### src/rtl/fetch_stage.sv
`default_nettype none
// +----------------------------------------------------------------------------+
// | Module   : fetch_stage                                                     |
// | Desc     : rv32i fetch stage: PC, imem drive, fetch FIFO, redirect, fault. |
// |            Optional perf counters enabled by defining FETCH_PERF_EN.       |
// | Revision : 1.0                                                             |
// +----------------------------------------------------------------------------+
module fetch_stage #(
   parameter logic [31:0] RESET_PC   = 32'h0000_0000,
   parameter int          IMEM_WORDS = 1024,
   parameter int          FIFO_DEPTH = 2
) (
   input  logic        clk,
   input  logic        rst_n,
   output logic [31:0] imem_addr,
   input  logic [31:0] imem_data,
   input  logic        redirect_valid,
   input  logic [31:0] redirect_pc,
   output logic        id_valid,
   input  logic        id_ready,
   output logic [31:0] id_instr,
   output logic [31:0] id_pc,
   output logic [31:0] id_pc_plus4,
   output logic        fault,
   output logic [31:0] fault_pc
`ifdef FETCH_PERF_EN
   ,
   output logic [31:0] perf_fetched,
   output logic [31:0] perf_stall
`endif
);

   localparam int               PTR_W    = $clog2(FIFO_DEPTH);
   localparam int               CNT_W    = PTR_W + 1;
   localparam logic [32:0]      PC_LIMIT = 33'(IMEM_WORDS) * 33'd4;
   localparam logic [CNT_W-1:0] CNT_FULL = CNT_W'(FIFO_DEPTH);

   typedef enum logic [0:0] {
      ST_RUN   = 1'b0,
      ST_FAULT = 1'b1
   } state_t;

   state_t           state;
   state_t           state_next;
   logic [31:0]      pc;
   logic [31:0]      pc_next;
   logic [31:0]      fault_pc_next;
   logic [31:0]      fifo_instr [FIFO_DEPTH];
   logic [31:0]      fifo_pc    [FIFO_DEPTH];
   logic [PTR_W-1:0] rd_ptr;
   logic [PTR_W-1:0] wr_ptr;
   logic [CNT_W-1:0] count;
   logic             pop;
   logic             push;
   logic             flush;
   logic             redirect_bad;
   logic             pc_out_of_range;

   assign imem_addr   = pc;
   assign id_valid    = (count != '0);
   assign pop         = id_valid & id_ready;
   assign id_instr    = fifo_instr[rd_ptr];
   assign id_pc       = fifo_pc[rd_ptr];
   assign id_pc_plus4 = id_pc + 32'd4;
   assign fault       = (state == ST_FAULT);

   assign redirect_bad    = (redirect_pc[1:0] != 2'b00) || ({1'b0, redirect_pc} >= PC_LIMIT);
   assign pc_out_of_range = ({1'b0, pc} >= PC_LIMIT);

   // Redirect outranks run-off, which outranks a sequential push.
   always_comb begin
      state_next    = state;
      pc_next       = pc;
      fault_pc_next = fault_pc;
      push          = 1'b0;
      flush         = 1'b0;
      case (state)
         ST_RUN: begin
            if (redirect_valid) begin
               flush = 1'b1;
               if (redirect_bad) begin
                  state_next    = ST_FAULT;
                  fault_pc_next = redirect_pc;
               end else begin
                  pc_next = redirect_pc;
               end
            end else if (pc_out_of_range) begin
               state_next    = ST_FAULT;
               fault_pc_next = pc;
            end else if ((count != CNT_FULL) || pop) begin
               push    = 1'b1;
               pc_next = pc + 32'd4;
            end
         end
         ST_FAULT: begin
            state_next = ST_FAULT;
         end
      endcase
   end

   always_ff @(posedge clk or negedge rst_n) begin
      if (!rst_n) begin
         state    <= ST_RUN;
         pc       <= RESET_PC;
         fault_pc <= '0;
      end else begin
         state    <= state_next;
         pc       <= pc_next;
         fault_pc <= fault_pc_next;
      end
   end

   // Pointers wrap naturally because FIFO_DEPTH is a power of two.
   always_ff @(posedge clk or negedge rst_n) begin
      if (!rst_n) begin
         for (int i = 0; i < FIFO_DEPTH; i++) begin
            fifo_instr[i] <= '0;
            fifo_pc[i]    <= '0;
         end
         rd_ptr <= '0;
         wr_ptr <= '0;
         count  <= '0;
      end else if (flush) begin
         rd_ptr <= '0;
         wr_ptr <= '0;
         count  <= '0;
      end else begin
         if (push) begin
            fifo_instr[wr_ptr] <= imem_data;
            fifo_pc[wr_ptr]    <= pc;
            wr_ptr             <= wr_ptr + PTR_W'(1);
         end
         if (pop) begin
            rd_ptr <= rd_ptr + PTR_W'(1);
         end
         case ({push, pop})
            2'b10:   count <= count + CNT_W'(1);
            2'b01:   count <= count - CNT_W'(1);
            default: count <= count;
         endcase
      end
   end

`ifdef FETCH_PERF_EN
   always_ff @(posedge clk or negedge rst_n) begin
      if (!rst_n) begin
         perf_fetched <= '0;
         perf_stall   <= '0;
      end else begin
         if (pop) begin
            perf_fetched <= perf_fetched + 32'd1;
         end
         if (id_valid && !id_ready) begin
            perf_stall <= perf_stall + 32'd1;
         end
      end
   end
`endif

endmodule
`default_nettype wire
### config.mk
export PLATFORM = sky130hd
export DESIGN_NAME = fetch_stage
export DESIGN_NICKNAME = d
export VERILOG_FILES = /design/src/rtl/fetch_stage.sv
export SDC_FILE = /design/constraint.sdc
export NUM_CORES = 1
export LEC_CHECK = 0
export CAP_MARGIN = 10
export CORE_MARGIN = 4
export CORE_UTILIZATION = 50
export CTS_CLUSTER_SIZE = 10
export DETAILED_ROUTE_END_ITERATION = 7
export GPL_TIMING_DRIVEN = 0
export PLACE_DENSITY = 0.88
export SLEW_MARGIN = 20
export SYNTH_ARGS = -nofsm -noshare
export SYNTH_HDL_FRONTEND = slang
export SYNTH_SLANG_ARGS = --single-unit
### constraint.sdc
create_clock -name clk -period 3.3 [get_ports clk]
set_input_delay 0.33 -clock clk [delete_from_list [all_inputs] [get_ports clk]]
set_output_delay 0.33 -clock clk [all_outputs]
set_load 0.01 [all_outputs]
=== Word level (Yosys, flattened, before mapping) ===
Cells that the tools add are included.
Widths: inputs -> output; s select.

* Add/sub/neg operators: 6
* $mul: 0
* Divide/modulo/power cells: 0
* Order comparisons: 5
* Eq/ne operators: 6
* Shift-type cells: 0
* Mux-type cells: 33
* Bitwise operators: 5
* Reductions and logical operators: 13

{| class="wikitable"
|+ Operators by type and width
! operator !! count
|-
| $mux 32 || 14
|-
| $bwmux 64 || 2
|-
| $add 32x3->32 const B || 2
|-
| $ge 32x13->1 const B || 2
|-
| $demux 32 s1 || 1
|-
| $mux 1 || 13
|-
| $reduce_bool 2->1 || 6
|-
| $ne 2x2->1 const B || 3
|-
| $ge 2x2->1 const B || 2
|-
| $not 1->2 || 2
|-
| $pmux 2 s2 || 1
|-
| $reduce_and 4->1 || 1
|-
| $reduce_and 3->1 || 1
|-
| $reduce_bool 3->1 || 1
|-
| $add 1x1->1 const B || 2
|-
| $add 2x1->2 const B || 1
|-
| $eq 2x1->1 const B || 1
|-
| $eq 2x2->1 const B || 1
|-
| $logic_or 1x1->1 || 2
|-
| $lt 2x1->1 const B || 1
|-
| $mux 2 || 1
|-
| $ne 2x1->1 const B || 1
|-
| $not 1->1 || 2
|-
| $pmux 1 s2 || 1
|-
| 4 further kinds || 4
|}

* Register bits: 197
* Latch bits: 0
* Bits in writable memories: 0
* ROM bits: 0
* Input port bits: 68
* Output and inout port bits: 162
* Logic and storage cells: 78
* Memories: 0

=== Logic depth before layout (Yosys ltp) ===
* Depth after elaboration: 10
* Depth in mapped cells: 13
* Depth with buffers taken out: 9

=== Least setup slack after synthesis ===
Ideal clock, no wire load.

* Path type: reg2out
* Start: reg rd_ptr
* End: out id_pc_plus4[26]
* Arrival: 2.781 ns
* Data required time: 2.970 ns
* Slack: 0.189 ns
* Stages on the path, launching flop included: 14
* Cell sequence: dfrtp_1 > buf_4 > buf_2 > buf_2 > buf_1 > nand2_1 > and2_1 > inv_1 > ha_1 > inv_1 > a211oi_2 > nand2_1 > nor3_1 > xor2_1

* Cells in the longest elaborated chain, start to end: 5

{| class="wikitable"
|+ Ends and longest elaborated chain
! item !! RTL line !! RTL
|-
| start, declared || 50 || <nowiki>logic [PTR_W-1:0] rd_ptr;</nowiki>
|-
| start signal, assigned || 134 || <nowiki>rd_ptr <= rd_ptr + PTR_W'(1);</nowiki>
|-
| $not 1->2 (not written as such) || 63 || <nowiki>assign id_pc = fifo_pc[rd_ptr];</nowiki>
|-
| $mux 32 (not written as such) (3 in a row) || 63 ||
|-
| named net id_pc[2] || 22 || <nowiki>output logic [31:0] id_pc,</nowiki>
|-
| $add 32x3->32 || 64 || <nowiki>assign id_pc_plus4 = id_pc + 32'd4;</nowiki>
|-
| end, declared || 23 || <nowiki>output logic [31:0] id_pc_plus4,</nowiki>
|}

The timed path passes the listed nets, and every way through them passes these cells. The select of a mux whose other input is x is not followed.

=== Final worst setup path ===
* Start: reg rd_ptr
* End: out id_pc_plus4[31]

* Cells in the longest elaborated chain, start to end: 5

{| class="wikitable"
|+ Ends and longest elaborated chain
! item !! RTL line
|-
| $not 1->2 (not written as such) || 63
|-
| $mux 32 (not written as such) (3 in a row) || 63
|-
| $add 32x3->32 || 64
|}

Every way passes these cells. The select of a mux whose other input is x is not followed.

==> results.toml <==
[power]
p_leak_uw = 0.006193
power.internal_uw = 4017
p_total_uw = 5508
pwr-share-comb_pct = 16.3
ir_drop_uv = 472.1
power_frac_clock_pct = 39.1
power_density_nw_per_um2 = 421.6
p_switching_uw = 1491
swShare_pct = 27.07
p_seq_share_pct = 44.6

[die]
num_io_pins = 230
die_x_um = 145.9
start_util_pct = 50.86
coreArea_um2 = 18710
rows = 50
die_h_um = 145.9
die_area_um2 = 21300

[final_layout]
fillers = 1267
area_growth_pct = 37.35
layout.nets = 1097
layout-drive-gt1-share_pct = 31.86
final_cell_mix = "clkdlybuf4s50_1 (212), dfrtp_1 (197), mux2_2 (172)"
final_common_cell = "clkdlybuf4s50_1"

[grt]
grt_max_degree = 93
antenna_found_initial = 1
grt_usage_pct = 23.96
grt_pass1_wl_um = 40740
first_global_vias = 7408
grt_overflow_total = 0

[critical_path]
critPathMaxFanout = 5
cp-start-kind = "flip-flop"
cp.required_ps = 2970
arrival_ps = 2910
crit_type = "reg -> out"
end_kind = "output port"

[drt]
ant_nets = 0
drc = 0
dr.first_iter.drc_count = 375
wl_per_cell_um = 20.12
dr.pass1.iters = 5
via_per_inst = 5.563
via_count = 7087
routed_wl_um = 25630

[clock_tree]
clockRootBuffer = "clkbuf_16"
clockBufferDepth = 2
clk_pin_slew_ps = 70
clock_latency_ps = 430
cts.sinks = 197
cts_inserted_buffers = 17
cts-htree-levels = 4
cts_tree = "built"

[sta]
setup_violations = 0
clock_skew_ps = 12.01
clock.fmax_mhz = 308.4
whs_ps = 416.8
finalCriticalPeriod_ps = 3242
tightest_slew_ps = 1014
slew_headroom_pct = 31.91
period_share_pct = 98.24
rsz0062_at_grt = "yes"
finalHoldViolations = 0
slew_viol_final = 0

[logic_synthesis]
ys_async_sr_fraction_pct = 100.0
syn_area_um2 = 9513
ys.flop_type = "dfrtp_1"
ys_types = 57
syn-num-nets = 825
synth_edf_count = 0
ys_seq_area_share_pct = 51.82
ys_ff_latch = 197
syn_inst = 754
syn_avg_cell_area_um2 = 12.62
ys.warnings.count = 0

[run_status]
outcome = "finished clean"

[job]
cap_violations = 0

[hold_path]
hp-class = "in -> reg"

[placed_design]
portBuffers = 227
hpwl_um = 18340
routabilityCongestion = 0.8394
-- metal layers --
layer	up-vias	track usage, %	wire length (µm)
li1	3212	-	-
met1	3511	30.19	10380
met2	323	39.94	12500
met3	41	7.319	2261
met4	0	7.312	490
met5	-	0	0
-- stage by stage --
stage	setup WS [ps]	utilization (%)	cell area (µm²)	instances	TNS, ps
2_1_floorplan	189.5	-	9513	754	0
3_3_place_gp	-6051	64.57	12080	1215	-1204630
3_5_place_dp	-1357	64.89	12140	1217	-15870
4_1_cts	8.085	69.56	13010	1267	0
5_1_grt	-76.98	69.85	13070	1274	-293.3
6_report	57.94	69.85	13070	1274	0
-- cell usage after synthesis (7+ instances only) --
master	n	share of area (%)
clkbuf_1	18	0.71
nand3_1	23	1.2
and2_1	45	3.0
mux2_2	173	20
o21ai_0	11	0.58
inv_1	15	0.59
nor4_1	7	0.46
nand4_1	7	0.46
xnor2_1	17	1.6
mux2_4	29	4.6
xor2_1	10	0.92
nor2_1	14	0.55
a21oi_1	13	0.68
dfrtp_1	197	52
nor2b_1	23	1.5
nor3_1	10	0.53
buf_2	12	0.63
nand2_1	43	1.7
-- worst paths after layout --
kind | endpoint | slack, ps | cells after the start | start
setup reg to reg | fifo_instr[58] | 740 | 7 | imem_addr[20]
hold reg to reg | fifo_pc[62] | 490 | 1 | fifo_pc[62]
min in group asynchronous | fifo_instr[10] | 500 | 2 | rst_n
hold / removal | count[1] | 420 | 4 | id_ready
setup / recovery | id_pc_plus4[31] | 60 | 8 | rd_ptr
max in group asynchronous | fault_pc[18] | 1790 | 4 | rst_n
-- logic make-up after synthesis --
group / Yosys count / share of synthesized area (%)
and+or+nand+nor: 204 / 12.47
DFF: 197 / 51.82
muxes: 208 / 25.69
xor gates and xnor gates: 27 / 2.486
AOI/OAI and AO/OA: 56 / 4.143
adders and majority gates: 3 / 0.3946
buffers and inverters: 59 / 2.999
-- registers in the layout, summed over array words and instances (netlist names) --
signal	cells
fifo_instr	64
count	2
fifo_pc	64
imem_addr	32
fault_pc	32
wr_ptr	1
rd_ptr	1
fault	1
-- power groups by stage --
| stage | Sequential, µW | Clock (µW) | Combinational (µW) |
|---|---|---|---|
| floorplan | 2510 | 0 | 381 |
| global placement | 2510 | 0 | 711 |
| detailed placement | 2500 | 0 | 722 |
| CTS | 2460 | 2190 | 876 |
| global route | 2460 | 2290 | 948 |
| finish | 2460 | 2150 | 900 |
-- worst max-delay path, stage by stage, from the launching register on --
cell and delay (ps):
dfrtp_1 390, buf_6 140, buf_4 130, nand4b_1 190, a221oi_2 370, nand3_2 200, nor4b_2 320, xor2_1 180
clkdlybuf4s50_1 560
-- cell type report --
class / instances / area (µm²) / area share, %
clock inverter: 15 / 211.5 / 1.618
sequential: 197 / 4930 / 37.73
buffer: 43 / 302.8 / 2.317
clock buffer: 17 / 425.4 / 3.256
antenna: 1 / 2.502 / 0.01915
tap: 234 / 292.8 / 2.241
inverter: 15 / 56.30 / 0.4309
timing repair buffer: 254 / 2467 / 18.88
multi-input combinational: 498 / 4378 / 33.51
-- what timing repair did --
item,CTS,global route
hold endpoints to repair,91,0
resized for setup,65,25
pin swaps,6,9
gates cloned,0,0
setup buffers,18,6
hold buffers,1,0
endpoints found under the setup margin,62,17
Note: power is estimated with default switching activity, not from simulation.
